`src/rtl/arm_mem_pkg.sv`:
```
`default_nettype none
// +--------------------------------------------------------------------+
// | arm_mem_pkg -- shared types and constants for mem_arbiter (rev 1.0) |
// +--------------------------------------------------------------------+
package arm_mem_pkg;

  typedef enum logic {
    REQ_CPU = 1'b0,
    REQ_DBG = 1'b1
  } requester_e;

  typedef enum logic [1:0] {
    ST_IDLE   = 2'd0,
    ST_ACCESS = 2'd1,
    ST_WAIT   = 2'd2
  } arb_state_e;

  localparam int MEM_LAT_MAX = 15;
  localparam int LAT_CNT_W   = $clog2(MEM_LAT_MAX + 1);

endpackage
`default_nettype wire

```
`src/rtl/arb_pick2.sv`:
```
`default_nettype none
// +--------------------------------------------------------------------+
// | arb_pick2 -- two-way one-hot request picker (rev 1.0)              |
// +--------------------------------------------------------------------+
module arb_pick2
  import arm_mem_pkg::*;
(
  input  logic       req_cpu_i,
  input  logic       req_dbg_i,
  input  requester_e last_i,
  input  logic       rr_en_i,
  output logic [1:0] gnt_o
);

  // gnt_o bit index matches the requester_e encoding
  always_comb begin
    gnt_o = 2'b00;
    if (req_cpu_i && req_dbg_i) begin
      if (rr_en_i && (last_i == REQ_CPU)) begin
        gnt_o = 2'b10;
      end else begin
        gnt_o = 2'b01;
      end
    end else if (req_cpu_i) begin
      gnt_o = 2'b01;
    end else if (req_dbg_i) begin
      gnt_o = 2'b10;
    end
  end

endmodule
`default_nettype wire

```
`src/rtl/mem_arbiter.sv`:
```
`default_nettype none
// +--------------------------------------------------------------------+
// | mem_arbiter -- CPU/debug arbiter onto one synchronous memory port.  |
// | Define ARB_ROUND_ROBIN_EN for round-robin ties (rev 1.0).           |
// +--------------------------------------------------------------------+
module mem_arbiter
  import arm_mem_pkg::*;
#(
  parameter int ADDR_W  = 32,
  parameter int DATA_W  = 32,
  parameter int MEM_LAT = 1
) (
  input  logic              clk,
  input  logic              reset,

  input  logic              cpu_req,
  input  logic              cpu_we,
  input  logic [ADDR_W-1:0] cpu_adr,
  input  logic [DATA_W-1:0] cpu_wdata,
  output logic              cpu_gnt,
  output logic              cpu_done,
  output logic [DATA_W-1:0] cpu_rdata,

  input  logic              dbg_req,
  input  logic              dbg_we,
  input  logic [ADDR_W-1:0] dbg_adr,
  input  logic [DATA_W-1:0] dbg_wdata,
  output logic              dbg_gnt,
  output logic              dbg_done,
  output logic [DATA_W-1:0] dbg_rdata,

  output logic              mem_en,
  output logic              mem_we,
  output logic [ADDR_W-1:0] mem_adr,
  output logic [DATA_W-1:0] mem_wdata,
  input  logic [DATA_W-1:0] mem_rdata
);

  localparam logic [LAT_CNT_W-1:0] LAT_LOAD = LAT_CNT_W'(MEM_LAT);
  localparam logic [LAT_CNT_W-1:0] CNT_LAST = LAT_CNT_W'(1);

  arb_state_e           state_q;
  requester_e           owner_q;
  logic                 we_q;
  logic [ADDR_W-1:0]    adr_q;
  logic [DATA_W-1:0]    wdata_q;
  logic [LAT_CNT_W-1:0] cnt_q;
  logic [DATA_W-1:0]    cpu_rdata_q;
  logic [DATA_W-1:0]    dbg_rdata_q;

  logic       in_idle;
  logic       in_access;
  logic [1:0] pick;
  logic [1:0] grant;
  requester_e grant_id;
  requester_e last_w;
  logic       rr_en;
  logic       wr_done;
  logic       rd_done;

  arb_pick2 u_pick (
    .req_cpu_i (cpu_req),
    .req_dbg_i (dbg_req),
    .last_i    (last_w),
    .rr_en_i   (rr_en),
    .gnt_o     (pick)
  );

  // Grant is combinational, so it is also masked by reset to stay quiet while held
  assign in_idle   = (state_q == ST_IDLE) && reset;
  assign in_access = (state_q == ST_ACCESS);
  assign grant     = pick & {2{in_idle}};
  assign grant_id  = grant[1] ? REQ_DBG : REQ_CPU;

`ifdef ARB_ROUND_ROBIN_EN
  requester_e last_q;

  always_ff @(posedge clk or negedge reset) begin
    if (!reset) begin
      last_q <= REQ_DBG;
    end else if (|grant) begin
      last_q <= grant_id;
    end
  end

  assign last_w = last_q;
  assign rr_en  = 1'b1;
`else
  assign last_w = REQ_DBG;
  assign rr_en  = 1'b0;
`endif

  always_ff @(posedge clk or negedge reset) begin
    if (!reset) begin
      state_q     <= ST_IDLE;
      owner_q     <= REQ_CPU;
      we_q        <= 1'b0;
      adr_q       <= '0;
      wdata_q     <= '0;
      cnt_q       <= '0;
      cpu_rdata_q <= '0;
      dbg_rdata_q <= '0;
    end else begin
      case (state_q)
        ST_IDLE: begin
          if (|grant) begin
            owner_q <= grant_id;
            we_q    <= (grant_id == REQ_DBG) ? dbg_we    : cpu_we;
            adr_q   <= (grant_id == REQ_DBG) ? dbg_adr   : cpu_adr;
            wdata_q <= (grant_id == REQ_DBG) ? dbg_wdata : cpu_wdata;
            state_q <= ST_ACCESS;
          end
        end
        ST_ACCESS: begin
          if (we_q) begin
            state_q <= ST_IDLE;
          end else begin
            cnt_q   <= LAT_LOAD;
            state_q <= ST_WAIT;
          end
        end
        ST_WAIT: begin
          cnt_q <= cnt_q - 1'b1;
          if (cnt_q == CNT_LAST) begin
            if (owner_q == REQ_DBG) begin
              dbg_rdata_q <= mem_rdata;
            end else begin
              cpu_rdata_q <= mem_rdata;
            end
            state_q <= ST_IDLE;
          end
        end
        default: state_q <= ST_IDLE;
      endcase
    end
  end

  assign wr_done = in_access && we_q;
  assign rd_done = (state_q == ST_WAIT) && (cnt_q == CNT_LAST);

  assign cpu_gnt  = grant[0];
  assign dbg_gnt  = grant[1];
  assign cpu_done = (wr_done || rd_done) && (owner_q == REQ_CPU);
  assign dbg_done = (wr_done || rd_done) && (owner_q == REQ_DBG);

  // Read data is forwarded in the completion cycle; the register holds it afterwards
  assign cpu_rdata = (rd_done && (owner_q == REQ_CPU)) ? mem_rdata : cpu_rdata_q;
  assign dbg_rdata = (rd_done && (owner_q == REQ_DBG)) ? mem_rdata : dbg_rdata_q;

  assign mem_en    = in_access;
  assign mem_we    = in_access && we_q;
  assign mem_adr   = in_access ? adr_q   : '0;
  assign mem_wdata = in_access ? wdata_q : '0;

endmodule
`default_nettype wire

```
`config.mk`:
```
export PLATFORM = sky130hd
export DESIGN_NAME = mem_arbiter
export DESIGN_NICKNAME = d
export VERILOG_FILES = /design/src/rtl/arm_mem_pkg.sv /design/src/rtl/arb_pick2.sv /design/src/rtl/mem_arbiter.sv
export SDC_FILE = /design/constraint.sdc
export NUM_CORES = 1
export LEC_CHECK = 0
export BUFFER_PORTS_ARGS = -buffer_cell sky130_fd_sc_hd__clkbuf_2
export CAP_MARGIN = 5
export CORE_ASPECT_RATIO = 1.25
export CORE_MARGIN = 3
export CORE_UTILIZATION = 40
export DETAILED_ROUTE_END_ITERATION = 8
export HOLD_SLACK_MARGIN = 0.03
export PLACE_DENSITY_LB_ADDON = 0.12
export SYNTH_ARGS = -nofsm -noshare
export SYNTH_HDL_FRONTEND = slang
export SYNTH_SLANG_ARGS = --single-unit
export TNS_END_PERCENT = 20
```
`constraint.sdc`:
```
create_clock -name clk -period 3.2 [get_ports clk]
set_clock_uncertainty 0.2 [all_clocks]
set_input_delay 0.64 -clock clk [delete_from_list [all_inputs] [get_ports clk]]
set_output_delay 0.64 -clock clk [all_outputs]
set_load 0.05 [all_outputs]
```
# [Word level (Yosys, flattened, before mapping)]
# Cells that the tools add are included.
[totals] register_bits=136 in_bits=166 elab_cells=51
[classes] n_addsub=1 n_eq_ne=6 muxes=17 bitwise_logic=2 n_reduce_logical=17
[op_table] cell="2-to-1 mux 32 bit" n=6
[op_table] cell="2-to-1 mux 2 bit" n=6
[op_table] cell="logical AND 1 bit" n=8
[op_table] cell="case mux 4 bit (2 select lines)" n=1
[op_table] cell="case mux 2 bit (3 select lines)" n=1
[op_table] cell="AND reduction 2 bit" n=3
[op_table] cell="AND reduction 3 bit" n=2
[op_table] cell="equality test 4 x 1 -> 1 bit, second input constant" n=1
[op_table] cell="2-to-1 mux 4 bit" n=1
[op_table] cell="!= test 2 bit, second input constant" n=2
[op_table] cell="subtractor 4 x 1 -> 4 bit, second input constant" n=1
[op_table] cell="bitwise AND 2 bit" n=1
[op_table] cell="equality test 2 x 1 -> 1 bit, second input constant" n=1
[op_table] cell="equality test 2 bit, second input constant" n=1
[op_table] cell="logical NOT 2 bit" n=1
[op_table] cell="2-to-1 mux 1 bit" n=2
[op_table] cell="!= test 2 x 1 -> 1 bit, second input constant" n=1
[op_table] cell="nonzero test 2 bit" n=1
[op_table] cell="OR reduction 2 bit" n=1
[op_table] cell="logical OR 1 bit" n=1
[op_table] cell="inverter 1 bit" n=1

# [Longest topological paths before layout]
[logic_depth] word_depth=7 ltp_mapped=7 ltp_nobuf=5

# [By module]
# Synthesis repeated with hierarchy kept, for this count alone.
[unflattened] hier_cells=546 hier_area_um2=7176.9
[modules_own_cells] mod="mem_arbiter" instances=1 cells_per_inst=542 area_each_um2=7146.9 seq_area_each_um2=3403.3
[modules_own_cells] mod="arb_pick2" instances=1 cells_per_inst=4 area_each_um2=30.0 seq_area_each_um2=0.0

# [Least setup slack after synthesis]
# Ideal clock, no wire load.
[synth_path] path_kind="in2out" startpoint="in cpu_req" endpoint="out dbg_gnt" arrival_time_ns=1.853 required_time_ns=2.360 setup_slack_ns=0.507 path_stages=4 path_cell_list="nand2b_1 -> buf_2 -> buf_2 -> nor2b_1"
[synth_via] elab_chain_len=3 word_cells_on_any_way=4 classes_between="mux: 2; bitwise: 1; reduce/logical: 1"
[synth_lines] item="start: declaration" line="mem_arbiter.sv:16" text="input logic cpu_req,"
[synth_lines] item="2-to-1 mux 2 bit / logical AND 1 bit (equally long branches)" line="arb_pick2.sv:24, arb_pick2.sv:18"
[synth_lines] item="2-to-1 mux 2 bit (*)" line="arb_pick2.sv:18" text="if (req_cpu_i && req_dbg_i) begin"
[synth_lines] item="bitwise AND 2 bit (*)" line="mem_arbiter.sv:72" text="assign grant = pick & {2{in_idle}};"
[synth_lines] item="end: declaration" line="mem_arbiter.sv:28" text="output logic dbg_gnt,"
# Mark *: on every way between the ends. The rest lies on a longest branch, timed or not.

# [Worst setup path after layout]
[layout_path] startpoint="reg cnt_q[1]" endpoint="out cpu_rdata[27]"
[layout_via] elab_chain_len=4
[layout_lines] item="start: declaration" line="mem_arbiter.sv:47" text="logic [LAT_CNT_W-1:0] cnt_q;"
[layout_lines] item="start signal: assignment" line="mem_arbiter.sv:123" text="cnt_q <= cnt_q - 1'b1;"
[layout_lines] item="equality test 4 x 1 -> 1 bit" line="mem_arbiter.sv:139" text="assign rd_done = (state_q == ST_WAIT) && (cnt_q == CNT_LAST);"
[layout_lines] item="logical AND 1 bit" line="mem_arbiter.sv:139"
[layout_lines] item="logical AND 1 bit" line="mem_arbiter.sv:147" text="assign cpu_rdata = (rd_done && (owner_q == REQ_CPU)) ? mem_rdata : cpu_rdata_q;"
[layout_lines] item="2-to-1 mux 32 bit" line="mem_arbiter.sv:147"
[layout_lines] item="end: declaration" line="mem_arbiter.sv:22" text="output logic [DATA_W-1:0] cpu_rdata,"
# Every way passes these cells.

==> out/results.tsv <==
metric	value	unit
result of the run	finished, final reports clean	
worst skew pair latency	0.41	ns
floorplan row count	55	
area delta synth->final	35.57	%
post-synthesis sequential element count	136	
top post-synthesis cells by area	dfrtp_1 (45%), mux2_2 (29%), mux2_4 (12%)	
Sinks on Clock Net	136	
cell taking the most area after synthesis	dfrtp_1	
Filler cells	1538	
routed wire length	18800	um
total inserted antenna cells	0	
cell area power density	1082	mW/mm^2
commonest non-fill, non-tap cells in the layout	clkbuf_2 (244), mux2_2 (194), dfrtp_1 (136)	
floorplan die area	0.02041	mm^2
RSZ-0062 raised after global routing	true	
part of the Yosys area used for sequential elements	45.44	%
worst ir drop on vdd	402.2	uV
vertical die dimension	159.0	um
Root Buffer	clkbuf_16	
area inside the core boundary	0.01824	mm^2
pins over their slew limit	0	
GRT Residual Overflow	0	
top achievable clock speed	318.8	MHz
Vias per Instance	4.890	
routed via count	5267	
compound-cell area share of the yosys netlist	1.103	%
Ys Warns	0	
drt drc	0	
WL per Instance	17.46	um
count of maximum capacitance violations	0	
initial antenna violation count	0	
vias in the first global route	5751	
clock tree buffer depth	2	
number of buffers added by the clock tree synthesis step	17	
synthesized cell area	0.007490	mm^2
source of the worst register-to-register timing path	state_q[1]	
area share of xor/xnor cells in the synthesized design	0.1169	%
last weighted congestion value of the routability-driven placer	0.7912	
Reg-to-Reg End	adr_q[0]	
crit path kind	reg2out	
power after layout	10.98	mW
count of cells along the worst register-to-register path	4	
type of element capturing the critical path	output pin	
starting density of the core	41.07	%
Iteration-0 DRC Markers	184	
TritonCTS clock tree	built	
GRT Total Usage	18.04	%
crit path max fanout	11	
synth unique cells	28	
Total Negative Setup Slacks	0	ns
Final Hold Vio Count	0	
type of the worst min-delay path	reg2reg	
Die Width	128.4	um
largest net degree at the start of global routing	67	
Clock transition at path regs	0.05	ns
slack of the worst reg-to-reg path	0.92	ns
NumNets Final	1004	
post-synthesis mux area share	41.80	%
most frequent standard cell in the layout excluding fill and tap cells	clkbuf_2	
combinational family with the most area after synthesis	multiplexers	
layout cells sized above 1	72.67	%
Critical path origin	cnt_q[1]	
post-route minimum period	3.136	ns
syn_area_per_cell	14.16	um^2
crit path capture	cpu_rdata[27]	
Worst slew margin	44.30	%
data arrival time of the critical path	2.30	ns
area share of and/or/nand/nor cells after synthesis	7.083	%
Worst Max-Slew Pin Slew	0.8354	ns
first-pass GRT wire length	29250	um
count of TritonRoute iterations in the first routing pass	4	
CP required	2.36	ns
Gate Count Post-Synth	529	
antenna violation net count after detailed routing	0	
startpoint class of the critical path	register	
Final HPWL DP	13060	um
count of buffers from port buffering	299	
Synth Area in Adders	0.3341	%
H-Tree Level Count	4	
synthesized net count	697	
standby leakage power	4.907	nW
period utilization	98.01	%
post-route worst hold slack	0.2950	ns
number of setup violations in the final report	0	
area share of the largest cell type after synthesis	45.44	%
top-level port count	300	
==> worst min-delay path by stage <==
stage | to | start | slack, ns | cells after the start
2_1_floorplan | adr_q[0] | reset | 0.14 | 0
3_3_place_gp | dbg_rdata_q[12] | dbg_rdata_q[12] | 0.27 | 1
3_5_place_dp | dbg_rdata_q[12] | dbg_rdata_q[12] | 0.28 | 1
4_1_cts | dbg_rdata_q[9] | mem_rdata[9] | 0.28 | 2
5_1_grt | cpu_rdata_q[23] | mem_rdata[23] | 0.30 | 2
6_report | adr_q[6] | adr_q[6] | 0.29 | 1
==> cell type report <==
cell class | instances | area, um^2 | share of cell area, %
clock buffers | 20 | 466.7 | 4.596
clock inverters | 12 | 138.9 | 1.368
inverters | 3 | 11.26 | 0.1109
multi-input cells | 354 | 3795 | 37.38
flip-flops and latches | 136 | 3403 | 33.52
well taps | 228 | 285.3 | 2.810
repair buffers | 324 | 2053 | 20.22
==> synth_stat cells (all sizes together) <==
master	number
mux2	258
dfrtp	136
and2	66
buf	28
clkbuf	8
a21oi	6
nor2b	4
inv	3
nand2b	3
nor3b	3
a311oi	2
ha	2
nor2	2
a221oi	1
a22oi	1
nand3	1
nor3	1
o21a	1
o21ai	1
o22ai	1
xnor2	1
==> metal layers <==
layer	GRT usage, %	vias up	routed length [um]
met5	0	-	0
met2	31.60	185	9883
met4	6.612	0	368
li1	-	2495	-
met3	4.866	25	1279
met1	20.87	2562	7271
==> kinds of logic (layout without fill, tap and decap cells) <==
group / Yosys count / after routing
adders and majority gates: 2 / 2
DFF: 136 / 136
and+or+nand+nor: 80 / 80
xor gates and xnor gates: 1 / 1
muxes: 258 / 258
buffers and inverters: 39 / 359
AOI/OAI and AO/OA: 13 / 13
==> flip-flops by register name, indices dropped and copies added, names as in the netlist <==
name / count
adr_q: 32
cpu_rdata_q: 32
dbg_rdata_q: 32
wdata_q: 32
cnt_q: 4
state_q: 2
owner_q: 1
we_q: 1
==> timing repair <==
item | CTS | global route
hold endpoints to repair | 19 | 0
hold buffers | 1 | 0
resized for setup | 46 | 52
gates cloned | 3 | 1
setup buffers | 4 | 6
setup endpoints to repair | 32 | 43
==> critical path, stage by stage, from the launching register on <==
cell,delay (ns)
dfrtp_1,0.39
inv_2,0.08
ha_1,0.13
nor3b_4,0.19
nor3b_4,0.27
buf_12,0.18
buf_16,0.16
mux2_4,0.30
buf_4,0.19
==> power by group <==
group	total [mW]	switching, mW	internal [mW]
logic	5.96	3.55	2.40
clock network	1.99	0.770	1.22
registers	3.04	0.462	2.58
total	11.0	4.78	6.20
==> through the flow <==
| stage | util (%) | instances | instance area, um^2 | setup slack, ns |
|---|---|---|---|---|
| after floorplan | - | 529 | 7490 | 0.5072 |
| after global placement | 50.09 | 1030 | 9135 | 0.2892 |
| after detailed placement | 50.09 | 1030 | 9135 | 0.2131 |
| after CTS | 55.07 | 1070 | 10040 | -0.01397 |
| after global routing | 55.68 | 1077 | 10150 | -0.006421 |
| final | 55.68 | 1077 | 10150 | 0.06366 |
Power figures use the tool's default switching activity.
